File: src/rtl/matrix_mult_pkg.sv
// Shared types and constants for the 2x2 16.16 matrix multiplier
// and its stream-side sequencer.
package matrix_mult_pkg;

    localparam int DATA_W = 32;

    typedef enum logic [1:0] {
        LOAD  = 2'd0,
        START = 2'd1,
        WAIT  = 2'd2,
        DRAIN = 2'd3
    } mm_state_e;

    localparam logic [2:0] IDX_A11 = 3'd0;
    localparam logic [2:0] IDX_A12 = 3'd1;
    localparam logic [2:0] IDX_A21 = 3'd2;
    localparam logic [2:0] IDX_A22 = 3'd3;
    localparam logic [2:0] IDX_B11 = 3'd4;
    localparam logic [2:0] IDX_B12 = 3'd5;
    localparam logic [2:0] IDX_B21 = 3'd6;
    localparam logic [2:0] IDX_B22 = 3'd7;

    localparam logic [1:0] IDX_C11 = 2'd0;
    localparam logic [1:0] IDX_C12 = 2'd1;
    localparam logic [1:0] IDX_C21 = 2'd2;
    localparam logic [1:0] IDX_C22 = 2'd3;

endpackage

File: src/rtl/matrix_mult_stream_if.sv
// Stream sequencer: gathers eight operand words, starts matrix_mult,
// captures its four results and drains them downstream.
module matrix_mult_stream_if #(
    parameter int DATA_W         = matrix_mult_pkg::DATA_W,
    parameter int TIMEOUT_CYCLES = 64
) (
    input  logic              clk,
    input  logic              rst_n,
    input  logic              s_valid,
    input  logic [DATA_W-1:0] s_data,
    output logic              s_ready,
    output logic [DATA_W-1:0] mm_a11,
    output logic [DATA_W-1:0] mm_a12,
    output logic [DATA_W-1:0] mm_a21,
    output logic [DATA_W-1:0] mm_a22,
    output logic [DATA_W-1:0] mm_b11,
    output logic [DATA_W-1:0] mm_b12,
    output logic [DATA_W-1:0] mm_b21,
    output logic [DATA_W-1:0] mm_b22,
    output logic              mm_start,
    input  logic [DATA_W-1:0] mm_c11,
    input  logic [DATA_W-1:0] mm_c12,
    input  logic [DATA_W-1:0] mm_c21,
    input  logic [DATA_W-1:0] mm_c22,
    input  logic              mm_done,
    output logic              m_valid,
    output logic [DATA_W-1:0] m_data,
    output logic              m_last,
    input  logic              m_ready,
    output logic              busy,
    output logic              timeout_err
);

    import matrix_mult_pkg::*;

    localparam int CNT_W = (TIMEOUT_CYCLES > 2) ? $clog2(TIMEOUT_CYCLES) : 1;
    localparam logic [CNT_W-1:0] CNT_MAX = CNT_W'(TIMEOUT_CYCLES - 1);

    mm_state_e                state_q, state_d;
    logic [2:0]               widx_q, widx_d;
    logic [1:0]               oidx_q, oidx_d;
    logic [1:0]               oidx_n;
    logic [CNT_W-1:0]         wcnt_q, wcnt_d;
    logic [7:0][DATA_W-1:0]   ops_q, ops_d;
    logic [3:0][DATA_W-1:0]   res_q, res_d;
    logic [DATA_W-1:0]        mdata_q, mdata_d;
    logic                     mlast_q, mlast_d;

    always_ff @(posedge clk or negedge rst_n) begin
        if (!rst_n) begin
            state_q <= LOAD;
            widx_q  <= '0;
            oidx_q  <= '0;
            wcnt_q  <= '0;
            ops_q   <= '0;
            res_q   <= '0;
            mdata_q <= '0;
            mlast_q <= 1'b0;
        end else begin
            state_q <= state_d;
            widx_q  <= widx_d;
            oidx_q  <= oidx_d;
            wcnt_q  <= wcnt_d;
            ops_q   <= ops_d;
            res_q   <= res_d;
            mdata_q <= mdata_d;
            mlast_q <= mlast_d;
        end
    end

    always_comb begin
        state_d = state_q;
        widx_d  = widx_q;
        oidx_d  = oidx_q;
        wcnt_d  = wcnt_q;
        ops_d   = ops_q;
        res_d   = res_q;
        mdata_d = mdata_q;
        mlast_d = mlast_q;
        oidx_n  = oidx_q + 2'd1;
        unique case (state_q)
            LOAD: begin
                if (s_valid) begin
                    ops_d[widx_q] = s_data;
                    widx_d = widx_q + 3'd1;
                    if (widx_q == IDX_B22) state_d = START;
                end
            end
            START: begin
                wcnt_d  = '0;
                state_d = WAIT;
            end
            WAIT: begin
                // done takes priority over an expiring counter
                if (mm_done) begin
                    res_d[IDX_C11] = mm_c11;
                    res_d[IDX_C12] = mm_c12;
                    res_d[IDX_C21] = mm_c21;
                    res_d[IDX_C22] = mm_c22;
                    mdata_d = mm_c11;
                    mlast_d = 1'b0;
                    oidx_d  = IDX_C11;
                    state_d = DRAIN;
                end else if (wcnt_q == CNT_MAX) begin
                    state_d = LOAD;
                end else begin
                    wcnt_d = wcnt_q + 1'b1;
                end
            end
            DRAIN: begin
                if (m_ready) begin
                    if (oidx_q == IDX_C22) begin
                        oidx_d  = '0;
                        mdata_d = '0;
                        mlast_d = 1'b0;
                        state_d = LOAD;
                    end else begin
                        oidx_d  = oidx_n;
                        mdata_d = res_q[oidx_n];
                        mlast_d = (oidx_n == IDX_C22);
                    end
                end
            end
            default: state_d = LOAD;
        endcase
    end

    assign s_ready     = (state_q == LOAD);
    assign mm_start    = (state_q == START);
    assign m_valid     = (state_q == DRAIN);
    assign busy        = (state_q != LOAD);
    assign timeout_err = (state_q == WAIT) && !mm_done && (wcnt_q == CNT_MAX);
    assign m_data      = mdata_q;
    assign m_last      = mlast_q;

    assign mm_a11 = ops_q[IDX_A11];
    assign mm_a12 = ops_q[IDX_A12];
    assign mm_a21 = ops_q[IDX_A21];
    assign mm_a22 = ops_q[IDX_A22];
    assign mm_b11 = ops_q[IDX_B11];
    assign mm_b12 = ops_q[IDX_B12];
    assign mm_b21 = ops_q[IDX_B21];
    assign mm_b22 = ops_q[IDX_B22];

endmodule

File: config.mk
export PLATFORM = sky130hd
export DESIGN_NAME = matrix_mult_stream_if
export DESIGN_NICKNAME = d
export VERILOG_FILES = /design/src/rtl/matrix_mult_pkg.sv /design/src/rtl/matrix_mult_stream_if.sv
export SDC_FILE = /design/constraint.sdc
export NUM_CORES = 1
export LEC_CHECK = 0
export ABC_AREA = 1
export CAP_MARGIN = 20
export CORE_UTILIZATION = 49
export DETAILED_ROUTE_END_ITERATION = 12
export PLACE_DENSITY = 0.81
export RECOVER_POWER = 25
export SYNTH_ARGS = -nofsm -noshare
export SYNTH_HDL_FRONTEND = slang
export SYNTH_SLANG_ARGS = --single-unit
File: constraint.sdc
create_clock -name clk -period 2.45 [get_ports clk]
set_input_delay 0.3675 -clock clk [delete_from_list [all_inputs] [get_ports clk]]
set_output_delay 0.3675 -clock clk [all_outputs]
set_load 0.03 [all_outputs]
==> run summary <==
The average footprint of a synthesized cell came out at around 9 um^2. Buffers added to address setup during post-CTS repair amount to 0. The switching power came out at ~15 mW. Once detailed placement completed, the half-perimeter wirelength came to 38100 um. The clock skew after layout came out at between 30 and 40 ps. The number of pins with negative max-slew slack in the final report is 0. The net count of the mapped netlist is approximately 2100. After layout, the worst setup slack is between 100 and 150 ps. The height of the die came out at around 190 um. The synthesis warning total came out at 0. The area share of the leading cell type in the synthesized netlist is between 60 and 70%. The cell-internal power came out at 20.4 mW. By area the synthesized netlist is led by sky130_fd_sc_hd__dfrtp_1, sky130_fd_sc_hd__nand2_1, sky130_fd_sc_hd__o21ai_0, sky130_fd_sc_hd__inv_1, sky130_fd_sc_hd__nand3_1. The count of TritonRoute iterations in the first routing pass is 5. The remaining number of nets flagged by the antenna check after routing is 0. From synthesis to final layout, the design area changed by 37.9%. The share of synthesized cell area in full adder, half adder and majority cells came out at less than 1%. Net switching is a little over two fifths of the power.

The cell area after synthesis is about 0.017 mm^2. The count of input and output buffers is 458. Dividing the detail-routed via count by the number of cells gives 5.39. Counting flops and latches in the post-synthesis netlist gives between 400 and 500. The congestion estimate from routability-driven global placement came to ~0.89.

The minimum period implied by the final worst setup slack is approximately 2300 ps. The met2 wire length is 26300 um. Once the floorplan was initialized, standard cells occupied about half of the core. The xor-xnor portion of the synthesized cell area came out at 0.0507%. The count of max-cap constraint violations is 0. In the routed design, unresolved DRC markers number 0. The overall routed net length is 56100 um. The clock passes through at most 3 buffers. The arrival time reported for the critical path endpoint is 1960 ps.

Cells with a size suffix above 1 make up 5.43% of the layout. STA puts the critical path data required time at roughly 2100 ps. Clock-pin slew was measured on the worst setup and hold paths at about 60 ps. The via count of the first global-routing pass is about 16000. The number of sinks handled by clock tree synthesis came out at between 400 and 500. Hold is met by roughly 360 ps. Leaving out fill and tap cells, the most frequent cell in the layout is sky130_fd_sc_hd__nand2_1. The slack of the worst reg-to-reg path is ~200 ps. The pin count of the biggest net entering global routing is 100. The type of the setup path with the least slack is flip-flop to output port. The detailed-routed wire length on met3 came out at ~4600 um. The die outline area is around 0.036 mm^2. The via count is around 15000. The count of mapped cells out of synthesis is ~1900. The starting DRC count in detailed routing is around 1200. Global routing finished with a remaining overflow of 0. The portion of synthesized area spent on multiplexers is 0%. The final setup violation count is 0.

The first global-routing pass estimated ~88000 um of wire. In this run the standard cell core region covers 0.0346 mm^2. The biggest area contributor in the post-synthesis netlist is sky130_fd_sc_hd__dfrtp_1. Setup repair after global routing left no endpoint under its margin. The sequential cell area fraction in the yosys report came out at roughly 62%. The number of core rows is 68.

The tree is rooted in a sky130_fd_sc_hd__clkbuf_16. The number of antenna violations at the first check in global routing is 3. The power per unit of standard cell area is about 1500 mW/mm^2.

The number of endpoints with negative hold slack in the final report came out at 0. The endpoint kind of the worst setup timing path is an output port. The largest family of logic cells by synthesized area is simple AND/OR/NAND/NOR gates. The highest metal layer carrying signal wires in the routed design is met5. STA classifies the critical path startpoint as a flip-flop. The flow ran to the end, and the final reports show no timing, DRC or antenna violations.

The H-tree depth reported by CTS is 2. The leakage power figure is roughly 11 nW. The fmax came out at ~430 MHz. VDD sags by at most ~1300 uV. The number of nets in the layout came out at around 2500. The sum of negative setup slack is 0 ps. Sequential cells burn between 30% and 40% of the power. Of all nets on the critical path, the largest fanout is 5. The share of total power in combinational logic came out at approximately 47%.

At the pin with the least slew margin, the transition time is 1390 ps. The count of different cell masters after synthesis came out at 25. The final critical path takes up a little over nine tenths of the cycle. The synthesized netlist devotes approximately 18% of its cell area to simple gates. The compound-gate portion of the synthesized area came out at a little over an eighth. Global routing used between 30% and 40% of the available tracks across all layers. The path class of the tightest hold or removal check is input port to flip-flop. TritonCTS built the clock tree. The routed metal-1 wirelength came out at ~22000 um.

The routed length per instance is a little under 20 um. The max-slew headroom at the worst pin came out at 7.62%. The top cell types in the final layout, fill and taps aside, are sky130_fd_sc_hd__nand2_1, sky130_fd_sc_hd__clkdlybuf4s50_1, sky130_fd_sc_hd__dfrtp_1. The part of the total power dissipated in the clock network came out at between 10% and 20%. The number of clock buffers added by TritonCTS is 45. The later-pin clock latency in the skew report came out at between 500 and 600 ps.

Once layout is complete, the utilization of the core stands at just under 70%. The I/O pin total came out at about 460. The x dimension of the die came out at roughly 190 um. The worst slack after detailed placement is approximately 250 ps.
metal layers:
metal	global-route usage [%]	vias to the layer above
li1	-	6987
met1	39.5	7492
met2	49.7	685
met3	7.69	206
met4	18.1	2
met5	0	-
power by group through the flow:
stage	Clock [mW]	Sequential [mW]	Combinational, mW
floorplan	0	16.5	4.98
global placement	0	12.2	16.2
detailed placement	0	12.3	16.6
CTS	6.59	12.3	16.7
global route	6.90	12.7	17.9
finish	6.53	12.4	16.7
final cells by class:
cell class,instances,area [um^2]
Clock inverter,12,90.1
Fill cell,2609,10800
Timing Repair Buffer,505,5070
Antenna cell,2,5.00
Sequential cell,430,10800
Multi-Input combinational cell,1242,5480
Tap cell,455,569
Clock buffer,67,1320
Inverter,138,520
Yosys cell counts:
cell type,n
sky130_fd_sc_hd__xor2_1,1
sky130_fd_sc_hd__buf_4,6
sky130_fd_sc_hd__clkinv_1,1
sky130_fd_sc_hd__nand3_2,1
sky130_fd_sc_hd__nor2_4,3
sky130_fd_sc_hd__nand3_1,64
sky130_fd_sc_hd__buf_6,3
sky130_fd_sc_hd__o21ai_0,392
sky130_fd_sc_hd__dfrtp_1,430
sky130_fd_sc_hd__inv_2,3
sky130_fd_sc_hd__nor2_1,59
sky130_fd_sc_hd__ha_1,10
sky130_fd_sc_hd__buf_2,48
sky130_fd_sc_hd__or2_2,2
sky130_fd_sc_hd__a21boi_1,5
sky130_fd_sc_hd__buf_1,2
sky130_fd_sc_hd__o21ai_1,11
sky130_fd_sc_hd__o31ai_2,1
sky130_fd_sc_hd__a21oi_1,35
sky130_fd_sc_hd__nand2_4,1
sky130_fd_sc_hd__nand2_1,645
sky130_fd_sc_hd__nand2_2,10
sky130_fd_sc_hd__o21bai_1,2
sky130_fd_sc_hd__clkbuf_1,50
sky130_fd_sc_hd__inv_1,134
worst max-delay path, stage by stage (launching register included):
cell                              delay, ps
sky130_fd_sc_hd__dfrtp_1                410
sky130_fd_sc_hd__inv_1                  160
sky130_fd_sc_hd__ha_1                   190
sky130_fd_sc_hd__clkdlybuf4s50_1        670
stage by stage:
stage	std cells	area, um^2	power [mW]
5_1_grt	2851	23800	37.5
3_5_place_dp	2769	22500	28.9
4_1_cts	2849	23900	35.6
6_report	2851	23800	35.6
2_1_floorplan	1919	17300	21.5
3_3_place_gp	2769	22500	28.4
worst paths after layout:
check,from,end,depth (start not counted)
min reg2reg,res_q[127]$_DFFE_PN0N_,res_q[127]$_DFFE_PN0N_,2
min,mm_c12[16],res_q[48]$_DFFE_PN0N_,3
max reg2reg,state_q[0]$_DFFE_PN0P_,m_data[18]$_DFFE_PN0P_,9
max,state_q[1]$_DFFE_PN0P_,mm_start,3
max in group asynchronous,rst_n,res_q[15]$_DFFE_PN0N_,3
min in group asynchronous,rst_n,res_q[120]$_DFFE_PN0N_,2
logic make-up after synthesis:
family,after synthesis
xor gates and xnor gates,1
adders and majority gates,10
AOI/OAI and AO/OA,446
DFF,430
and+or+nand+nor,785
buffers and inverters,247
sequential cells by signal (all words and copies together), names as in the netlist:
| signal | cells |
|---|---|
| widx_q | 3 |
| m_data | 32 |
| state_q | 2 |
| mm_b22 | 32 |
| mm_b11 | 32 |
| m_last | 1 |
| mm_a21 | 32 |
| mm_a11 | 32 |
| mm_a22 | 32 |
| mm_a12 | 32 |
| oidx_q | 2 |
| wcnt_q | 6 |
| mm_b12 | 32 |
| res_q | 128 |
| mm_b21 | 32 |
what timing repair did:
item                                   4_1_cts  5_1_grt
setup endpoints to repair                    2        3
hold buffers                                 1        0
endpoints found under the hold margin       70        0
resized for setup                            2        4
Note: power is estimated with default switching activity, not from simulation.
